## config.mk

```make
export PLATFORM = sky130hd
export DESIGN_NAME = gray_step_counter
export DESIGN_NICKNAME = d
export VERILOG_FILES = /design/src/rtl/gray_pkg.sv /design/src/rtl/gray_tick_gen.sv /design/src/rtl/gray_step_counter.sv
export SDC_FILE = /design/constraint.sdc
export NUM_CORES = 1
export LEC_CHECK = 0
export CORE_AREA = 2 2 41 43
export CTS_CLUSTER_DIAMETER = 200
export DETAILED_ROUTE_END_ITERATION = 10
export DIE_AREA = 0 0 43 45
export PLACE_DENSITY_LB_ADDON = 0.25
export SLEW_MARGIN = 20
export SYNTH_ARGS = -nofsm -noshare
export SYNTH_HDL_FRONTEND = slang
export SYNTH_SLANG_ARGS = --single-unit
```

## constraint.sdc

```tcl
create_clock -name clk -period 2.6 [get_ports clk]
set_input_delay 0.65 -clock clk [delete_from_list [all_inputs] [get_ports clk]]
set_output_delay 0.65 -clock clk [all_outputs]
set_load 0.05 [all_outputs]
```

## src/rtl/gray_pkg.sv

```systemverilog
// gray_pkg: Gray/binary conversion helpers shared by the counter and the decode stage.
// Words are zero-extended to GRAY_MAXW bits; callers truncate results to their own width.
package gray_pkg;
  localparam int GRAY_MAXW = 32;
  typedef logic [GRAY_MAXW-1:0] gword_t;
  function automatic gword_t bin2gray(input gword_t b);
    return b ^ (b >> 1);
  endfunction
  // Prefix XOR from the MSB down; zero-extension keeps narrow words correct.
  function automatic gword_t gray2bin(input gword_t g);
    gword_t b;
    b[GRAY_MAXW-1] = g[GRAY_MAXW-1];
    for (int i = GRAY_MAXW - 2; i >= 0; i--) b[i] = b[i+1] ^ g[i];
    return b;
  endfunction
endpackage

```

## src/rtl/gray_tick_gen.sv

```systemverilog
// gray_tick_gen: enable prescaler, one tick per TICK_DIV en-high cycles.
// With TICK_DIV=1 the counter stays at zero and the tick follows en directly.
module gray_tick_gen #(
  parameter int TICK_DIV = 1
) (
  input  logic clk,
  input  logic rst,
  input  logic i_en,
  input  logic i_clr,
  output logic o_tick
);
  localparam int PW = (TICK_DIV > 1) ? $clog2(TICK_DIV) : 1;
  localparam logic [PW-1:0] LAST = PW'(TICK_DIV - 1);
  logic [PW-1:0] r_presc;
  assign o_tick = i_en && (r_presc == LAST);
  always_ff @(posedge clk) begin
    if (rst || i_clr) r_presc <= '0;
    else if (i_en) r_presc <= o_tick ? '0 : r_presc + 1'b1;
  end
endmodule

```

## src/rtl/gray_step_counter.sv

```systemverilog
// gray_step_counter: prescaled up/down Gray counter with load, wrap/saturate and terminal count.
// The binary count drives arithmetic; gray is a separate register loaded with the next code.
module gray_step_counter
  import gray_pkg::*;
#(
  parameter int WIDTH    = 4,
  parameter int TICK_DIV = 1,
  parameter bit WRAP     = 1'b1
) (
  input  logic             clk,
  input  logic             rst,
  input  logic             en,
  input  logic             up,
  input  logic             load,
  input  logic [WIDTH-1:0] load_gray,
  output logic [WIDTH-1:0] gray,
  output logic             step,
  output logic             tc
);
  localparam logic [WIDTH-1:0] MAX = '1;
  logic [WIDTH-1:0] r_cnt, r_gray, w_nxt;
  logic             r_step, r_tc, w_tick, w_lim, w_refuse;
  gray_tick_gen #(.TICK_DIV(TICK_DIV)) u_tick (
    .clk    (clk),
    .rst    (rst),
    .i_en   (en),
    .i_clr  (load),
    .o_tick (w_tick)
  );
  assign w_nxt    = up ? r_cnt + 1'b1 : r_cnt - 1'b1;
  assign w_lim    = up ? (r_cnt == MAX) : (r_cnt == '0);
  assign w_refuse = (WRAP == 1'b0) && w_lim;
  always_ff @(posedge clk) begin
    if (rst) begin
      r_cnt  <= '0;
      r_gray <= '0;
      r_step <= 1'b0;
      r_tc   <= 1'b0;
    end else if (load) begin
      r_cnt  <= WIDTH'(gray2bin(gword_t'(load_gray)));
      r_gray <= load_gray;
      r_step <= 1'b0;
      r_tc   <= 1'b0;
    end else if (w_tick) begin
      // A refused saturating step still reports tc so upstream sees the limit.
      r_step <= !w_refuse;
      r_tc   <= w_lim;
      if (!w_refuse) begin
        r_cnt  <= w_nxt;
        r_gray <= WIDTH'(bin2gray(gword_t'(w_nxt)));
      end
    end else begin
      r_step <= 1'b0;
      r_tc   <= 1'b0;
    end
  end
  assign gray = r_gray;
  assign step = r_step;
  assign tc   = r_tc;
endmodule

```

== After elaboration in Yosys (flattened, before gate mapping) ==
Cells that the tools add are included.

* Reductions and logical operators: 6
* Add/sub/neg operators: 3
* Eq/ne operators: 1
* Muxes and demuxes: 8
* Bitwise operators: 6

{| class="wikitable"
|+ Operator list
! cell !! number
|-
| 2-to-1 mux 4 bit || 5
|-
| adder 4 x 1 -> 4 bit (second input constant) || 1
|-
| == test 4 bit (second input constant) || 1
|-
| zero test 4 bit || 1
|-
| subtractor 4 x 1 -> 4 bit (second input constant) || 1
|-
| bitwise XOR 4 x 3 -> 4 bit || 1
|-
| 2-to-1 mux 1 bit || 3
|-
| OR reduction 3 bit || 1
|-
| bitwise XOR 1 bit || 3
|-
| NOT 1 bit || 2
|-
| nonzero test 2 bit || 1
|-
| OR reduction 2 bit || 1
|-
| adder 1 bit (second input constant) || 1
|-
| logical AND 1 bit || 1
|-
| logical OR 1 bit || 1
|}

* Logic and storage cells: 29
* Output and inout port bits: 6
* Register bits after elaboration: 11
* Input bits: 9

== Longest topological paths before layout ==
Gate-level depths: netlist of the first run.

* Depth in word-level cells: 5
* Gate-level depth with buffers: 6
* Gate-level depth less buffers: 6

== Cells and area by module ==
From an unflattened synthesis of the first run, not the netlist that was laid out.

* Cells, all modules: 63
* Area, all modules: 589.3 um^2

{| class="wikitable"
|+ Modules (own cells, without submodules)
! module !! sequential area each (um^2) !! area each (um^2) !! instances !! cells each
|-
| gray_step_counter || 180.2 || 548.0 || 1 || 60
|-
| gray_tick_gen || 20.0 || 41.3 || 1 || 3
|}

== Worst setup path after synthesis of the first run ==
No wires, ideal clock.

* Path kind: input to register
* Start: input port up
* End: register r_gray[2], in the netlist gray[2]
* Setup time: 120 ps
* Slack: 546 ps
* Buffers on the path: 0
* Required time: 2480 ps
* Data arrival time: 1934 ps
* Cell stages on the path: 6
* Cell sequence: inv_1 ha_1 xnor2_1 xnor2_1 xnor3_1 o31a_1

* Longest elaborated chain between the ends: 4

{| class="wikitable"
|+ Ends and longest elaborated chain
! element !! line !! source
|-
| start: declaration || gray_step_counter.sv:13 || <nowiki>input logic up,</nowiki>
|-
| 2-to-1 mux 4 bit || gray_step_counter.sv:30 || <nowiki>assign w_nxt = up ? r_cnt + 1'b1 : r_cnt - 1'b1;</nowiki>
|-
| bitwise XOR 4 x 3 -> 4 bit || gray_pkg.sv:7 || <nowiki>return b ^ (b >> 1);</nowiki>
|-
| 2-to-1 mux 4 bit || gray_step_counter.sv:44 || <nowiki>end else if (w_tick) begin</nowiki>
|-
| 2-to-1 mux 4 bit || gray_step_counter.sv:39 || <nowiki>end else if (load) begin</nowiki>
|-
| end signal: assignment || gray_step_counter.sv:41 || <nowiki>r_gray <= load_gray;</nowiki>
|-
| end signal: assignment || gray_step_counter.sv:50 || <nowiki>r_gray <= WIDTH'(bin2gray(gword_t'(w_nxt)));</nowiki>
|-
| end: declaration || gray_step_counter.sv:21 || <nowiki>logic [WIDTH-1:0] r_cnt, r_gray, w_nxt;</nowiki>
|}

No other way between the ends. The select of a mux whose other input is x is not followed.
A chain may end at the register's enable or synchronous reset.

== Final worst setup path of the first run ==
Same ends and word-level chain as after synthesis.

==> results of run 1 <==
routing by layer:
layer | up-vias | GRT usage [%] | wire length (um)
met5 | - | 0 | 0
met1 | 256 | 18.5 | 600
li1 | 285 | - | -
met2 | 12 | 28.2 | 665
met4 | 0 | 5.45 | 0
met3 | 0 | 4.80 | 43
cells by family (layout without fill, tap and decap cells):
group                      after synthesis  count (layout)  synth area share (%)
and+or+nand+nor                         19              19                  15.0
DFF                                     10              10                  31.6
buffers and inverters                   11              31                  7.11
AOI/OAI and AO/OA                       18              18                  23.1
adders and majority gates                3               3                  7.11
xor gates and xnor gates                10              10                  16.0
synth_stat cells, types with 2 or more instances:
| master | count |
|---|---|
| dfxtp_1 | 10 |
| xnor2_1 | 9 |
| inv_1 | 6 |
| nor2_1 | 6 |
| a21oi_1 | 4 |
| clkbuf_1 | 4 |
| nand2_1 | 4 |
| a211oi_1 | 3 |
| a211o_1 | 2 |
| a221oi_1 | 2 |
| ha_1 | 2 |
| nand2b_1 | 2 |
| nor3_1 | 2 |
where the power goes:
part | switching [mW] | internal [mW]
Combinational | 0.0980 | 0.101
Sequential | 0.0118 | 0.166
Clock | 0.0574 | 0.0849
worst paths after layout:
path | startpoint | to | slack [ps] | cells after the start
max | up | gray[2] | 200 | 7
min | u_tick.r_presc | u_tick.r_presc | 490 | 1
max reg2reg | r_cnt[0] | gray[2] | 630 | 6
min reg2reg | u_tick.r_presc | u_tick.r_presc | 490 | 1
cell type report:
type                            instances  share of cell area, %
Timing Repair Buffer                   21                   22.4
Sequential cell                        10                   23.3
Inverter                                6                   2.62
Tap cell                               16                   2.33
Multi-Input combinational cell         50                   45.1
Clock buffer                            4                   4.22
critical path: stages:
cell,delay (ps)
clkdlybuf4s50_1,550
inv_1,110
ha_1,330
xnor2_1,280
xnor2_1,170
xnor3_1,230
o31a_1,230
flip-flops by register name (all words and copies together) (netlist names):
name            cells
gray                3
r_cnt               4
u_tick.r_presc      1
step                1
tc                  1
metrics by stage:
stage | area (um^2) | utilization, % | total power [mW] | TNS, ps | hold slack, ps
after floorplan | 633 | - | 0.317 | 0 | 468
after global placement | 823 | 56.0 | 0.376 | -31.1 | 478
after detailed placement | 823 | 56.0 | 0.380 | -134 | 483
after CTS | 860 | 58.4 | 0.524 | 0 | 493
after global routing | 860 | 58.4 | 0.548 | 0 | 519
final | 860 | 58.4 | 0.519 | 0 | 494
==> impl_results.md, run 1 <==
* Synth cell types at 28
* #FFs+latches synth at 10
* Post-synth top area share at 31.6%
* Post-DRT Antenna Nets at 0
* Htree depth at 1
* Slew headroom at 67.0%
* Post-CTS Hold Buffers at 0
* Row cnt at 14
* Final Max Tran Viols at 0
* Initial antenna violation count at 0
* DP Cell Count at 103
* Synth area leader: dfxtp_1
* Ys Warns at 0
* Synth top area cells: dfxtp_1 32%, xnor2_1 12%, ha_1 4.0%
* Status: completed
* Synth Cell Area at 633 um^2
* Post-Syn Nets at 83
* Gates resized, CTS repair at 0
* Number of enable flip-flop cells after synthesis at 0
* # fillers at 143
* Number of global-route vias before repair at 544
* Initial Utilization at 43.0%
* Largest net degree at the start of global routing at 16
* Power per cell area at 603 nW/um^2
* Critical Path Fanout Max at 4
* Post-route clock skew at 5.08 ps
* Gpl congestion at 0.791
* Gr usage total at 15.9%
* DR WL/cell at 12.2 um
* Crit path time final at 2400 ps
* Max_cap viols at 0
* Critical path class: in -> reg
* Sequential standard cell area at 200 um^2
* ANT cells at 0
* CTS sink count at 10
* HP Class: reg -> reg
* Async set-reset flop share out of synthesis at 0%
* HPWL Detailed at 1030 um
* Postcts setup bufs at 0
* Worst-path clk slew at 70 ps
* Final net count at 104
* Worst-margin pin slew at 494 ps
* Global route overflow at 0
* RSZ-0062 raised after global routing: no
* Root Driver: clkbuf_4
* I/O Pins at 15
* Overall routed net length at 1310 um
* Total CTS buffers at 3
* Synthesized area per cell at 8.92 um^2
* Area Growth Syn to Fin at 35.8%
* Commonest non-fill, non-tap cell in the layout: clkdlybuf4s50_1
* Fmax at 417 MHz
* Most frequent cells in the layout: 14 x clkdlybuf4s50_1, 10 x dfxtp_1, 9 x xnor2_1
* Global-route wire length before repair at 2260 um
* Buffer depth of the longest clock path at 2
* TritonCTS clock tree: yes
* Die ar. at 1940 um^2
* Vias after detailed routing at 553
* Worst Path Required at 2750 ps
* Worst EP arrival at 2550 ps
* Hold Vio Cnt, Final at 0
* Core area at 1470 um^2
* Post-Place Setup Slack at -85.8 ps
* DRC at 0
* Worst setup EP type: flop
* Max rail drop VDD at 0.000451 V
* Share of cells above drive strength 1 at 14.3%
* Leak at 0.358 nW
* Syn Inst Count at 71
* CP Launch Type: input pin
* Final setup viols at 0
* Clock Latency Late Sink at 260 ps
* Die X at 43 um
* Period utilisation layout at 92.2%
* Layout Cells excl Fill at 107
* Via-per-instance ratio at 5.17
* Register area share after synthesis at 31.6%
* Die height at 45 um
* TritonRoute pass-1 iters at 2
* DR iter-0 viols at 1
* Multi-input gate area at 388 um^2
* Top FF cell, synth: dfxtp_1
* Number of buffers added on ports at 14
* Setup ws final at 202 ps
Power figures use the tool's default switching activity.
==> inputs of run 2 (changes only) <==
- CTS_BUF_LIST: default -> sky130_fd_sc_hd__clkbuf_16
==> impl_results.md, run 2 (synthesized netlist as in run 1, its figures left out) <==
* Status: completed (unchanged)
* Power per cell area at 731 nW/um^2 (was 603 nW/um^2)
* Clock Latency Late Sink at 240 ps (was 260 ps)
* Buffer depth of the longest clock path at 2 (unchanged)
* Leak at 0.376 nW (was 0.358 nW)
* Number of global-route vias before repair at 543 (was 544)
* Biggest register: r_cnt (unchanged)
* Setup TNS at 0 ps (unchanged)
* Largest net degree at the start of global routing at 16 (unchanged)
* Postcts setup bufs at 0 (unchanged)
* RSZ-0062 raised after global routing: no (unchanged)
* Flop pwr share at 27.1% (was 34.3%)
* Worst-margin pin slew at 494 ps (about the same)
* Row cnt at 14 (unchanged)
* Number of buffers added on ports at 14 (unchanged)
* Die ar. at 1940 um^2 (unchanged)
* Final Max Tran Viols at 0 (unchanged)
* Area Growth Syn to Fin at 42.5% (was 35.8%)
* Hold Path End: u_tick.r_presc (unchanged)
* Final setup viols at 0 (unchanged)
* CP Launch Type: input pin (unchanged)
* Worst-path clk slew at 40 ps (was 70 ps)
* TritonCTS clock tree: yes (unchanged)
* Total power at 0.659 mW (was 0.519 mW)
* Reg2reg end: gray[2] (unchanged)
* Initial Utilization at 43.0% (unchanged)
* Global route overflow at 0 (unchanged)
* Initial antenna violation count at 0 (unchanged)
* Post-route clock skew at 0.824 ps (was 5.08 ps)
* I/O Pins at 15 (unchanged)
* DRC at 0 (unchanged)
* Worst setup EP type: flop (unchanged)
* Slew headroom at 67.0% (about the same)
* ANT cells at 0 (unchanged)
* Critical-path cell list: clkdlybuf4s50_1 > inv_1 > ha_1 > xnor2_1 > xnor2_1 > xnor3_1 > o31a_1 (unchanged)
* Max_cap viols at 0 (unchanged)
* Cell family with most CP delay: XOR/XNOR gates (unchanged)
* Share of cells above drive strength 1 at 13.2% (was 14.3%)
* DP Cell Count at 103 (unchanged)
* DR iter-0 viols at 5 (was 1)
* Most frequent cells in the layout: 14 x clkdlybuf4s50_1, 10 x dfxtp_1, 9 x xnor2_1 (unchanged)
* Fmax at 414 MHz (was 417 MHz)
* Worst EP arrival at 2550 ps (about the same)
* Worst path slowest cell: clkdlybuf4s50_1 (unchanged)
* Combinational power share at 30.2% (was 38.3%)
* Htree depth at 1 (unchanged)
* Vias after detailed routing at 574 (was 553)
* Critical Path Fanout Max at 4 (unchanged)
* Critical path's largest stage delay at 550 ps (about the same)
* Overall routed net length at 1360 um (was 1310 um)
* Worst-case reg-to-reg path depth at 6 (unchanged)
* Most used cell, CP: xnor2_1 (unchanged)
* Hold Vio Cnt, Final at 0 (unchanged)
* CTS sink count at 10 (unchanged)
* Commonest non-fill, non-tap cell in the layout: clkdlybuf4s50_1 (unchanged)
* Post-DRT Antenna Nets at 0 (unchanged)
* Worst Min Path Start: u_tick.r_presc (unchanged)
* Crit path time final at 2420 ps (was 2400 ps)
* HP Class: reg -> reg (unchanged)
* Post-Place Setup Slack at -85.8 ps (unchanged)
* Total CTS buffers at 3 (unchanged)
* Root Driver: clkbuf_16 (was clkbuf_4)
* Period utilisation layout at 93.0% (was 92.2%)
* Sw Pwr at 0.189 mW (was 0.167 mW)
* FF-to-FF Start: r_cnt[0] (unchanged)
* Via-per-instance ratio at 5.36 (was 5.17)
* Gpl congestion at 0.791 (unchanged)
* Layout Cells excl Fill at 107 (unchanged)
* TritonRoute pass-1 iters at 2 (unchanged)
* Worst hold stages at 1 (unchanged)
* Pint at 0.470 mW (was 0.352 mW)
* Clock network fraction of design power at 42.7% (was 27.4%)
* Reg2Reg Setup Slack at 650 ps (was 630 ps)
* Max rail drop VDD at 0.000500 V (was 0.000451 V)
* Setup ws final at 182 ps (was 202 ps)
* HPWL Detailed at 1030 um (unchanged)
* Gr usage total at 16.7% (was 15.9%)
* DR WL/cell at 12.7 um (was 12.2 um)
* Gates resized, CTS repair at 0 (unchanged)
* Global-route wire length before repair at 2280 um (was 2260 um)
* Post-route cell area at 902 um^2 (was 860 um^2)
* Max reg flops at 4 (unchanged)
* CP Buf/Inv Count at 2 (unchanged)
* Post-CTS Hold Buffers at 0 (unchanged)
* Critical path class: in -> reg (unchanged)
* Placed cell areas at 823 um^2 (unchanged)
* Critical path launch point: up (unchanged)
* Worst Path Required at 2730 ps (was 2750 ps)
* Final net count at 104 (unchanged)
* Switching share of power at 28.7% (was 32.2%)
* Core area at 1470 um^2 (unchanged)
* Die height at 45 um (unchanged)
* Die X at 43 um (unchanged)
==> run 2: cell types whose count changed in the layout (fill, tap and decap cells not counted) <==
| cell | previous run | this run |
|---|---|---|
| clkinv_1 | 0 | 1 |
| clkbuf_16 | 0 | 3 |
| clkbuf_4 | 3 | 0 |
| clkbuf_8 | 1 | 0 |
==> run 2: stage by stage <==
stage | util [%] | hold WS [ps]
global route | 61.3 | 514
floorplan | - | 468
finish | 61.3 | 489
global placement | 56.0 | 478
detailed placement | 56.0 | 483
CTS | 61.3 | 488
==> run 2: metal layers <==
layer	vias to the layer above	share of wire [%]	track usage, %
met5	-	0	0
met1	267	45	18.3
met2	14	49	28.5
met3	4	4.1	6.00
met4	0	1.7	9.09
li1	289	-	-
==> run 2: final cells by class <==
class	instances	area (um^2)
multi-input combinational	50	388
sequential	10	200
clock inverter	1	3.75
tap	16	20.0
timing repair buffer	21	193
fill	138	569
inverter	6	22.5
clock buffer	3	75.1
==> run 2: worst max path at each step <==
| stage | end | slack (ps) | depth (start not counted) |
|---|---|---|---|
| 2_1_floorplan | gray[2] | 550 | 6 |
| 3_3_place_gp | gray[2] | -30 | 7 |
| 3_5_place_dp | gray[2] | -90 | 7 |
| 4_1_cts | gray[2] | 170 | 7 |
| 5_1_grt | gray[1] | 100 | 8 |
| 6_report | gray[2] | 180 | 7 |
==> run 2: power by group through the flow <==
stage	clock (mW)	combinational [mW]	sequential, mW
floorplan	0	0.117	0.200
global placement	0	0.195	0.181
detailed placement	0	0.199	0.181
CTS	0.286	0.201	0.179
global route	0.296	0.215	0.180
finish	0.282	0.199	0.179
==> run 2: worst reg2reg max path, cell delays in order (launching register included) <==
cell     delay, ps
dfxtp_1        400
inv_1          120
fa_1           420
xnor2_1        270
xnor2_1        170
xnor3_1        230
o31a_1         230
==> inputs of run 3 (changes only) <==
- SKIP_LAST_GASP: default -> 1
==> results of run 3 <==
The final DEF is identical to that of run 2; final timing and power are the same.
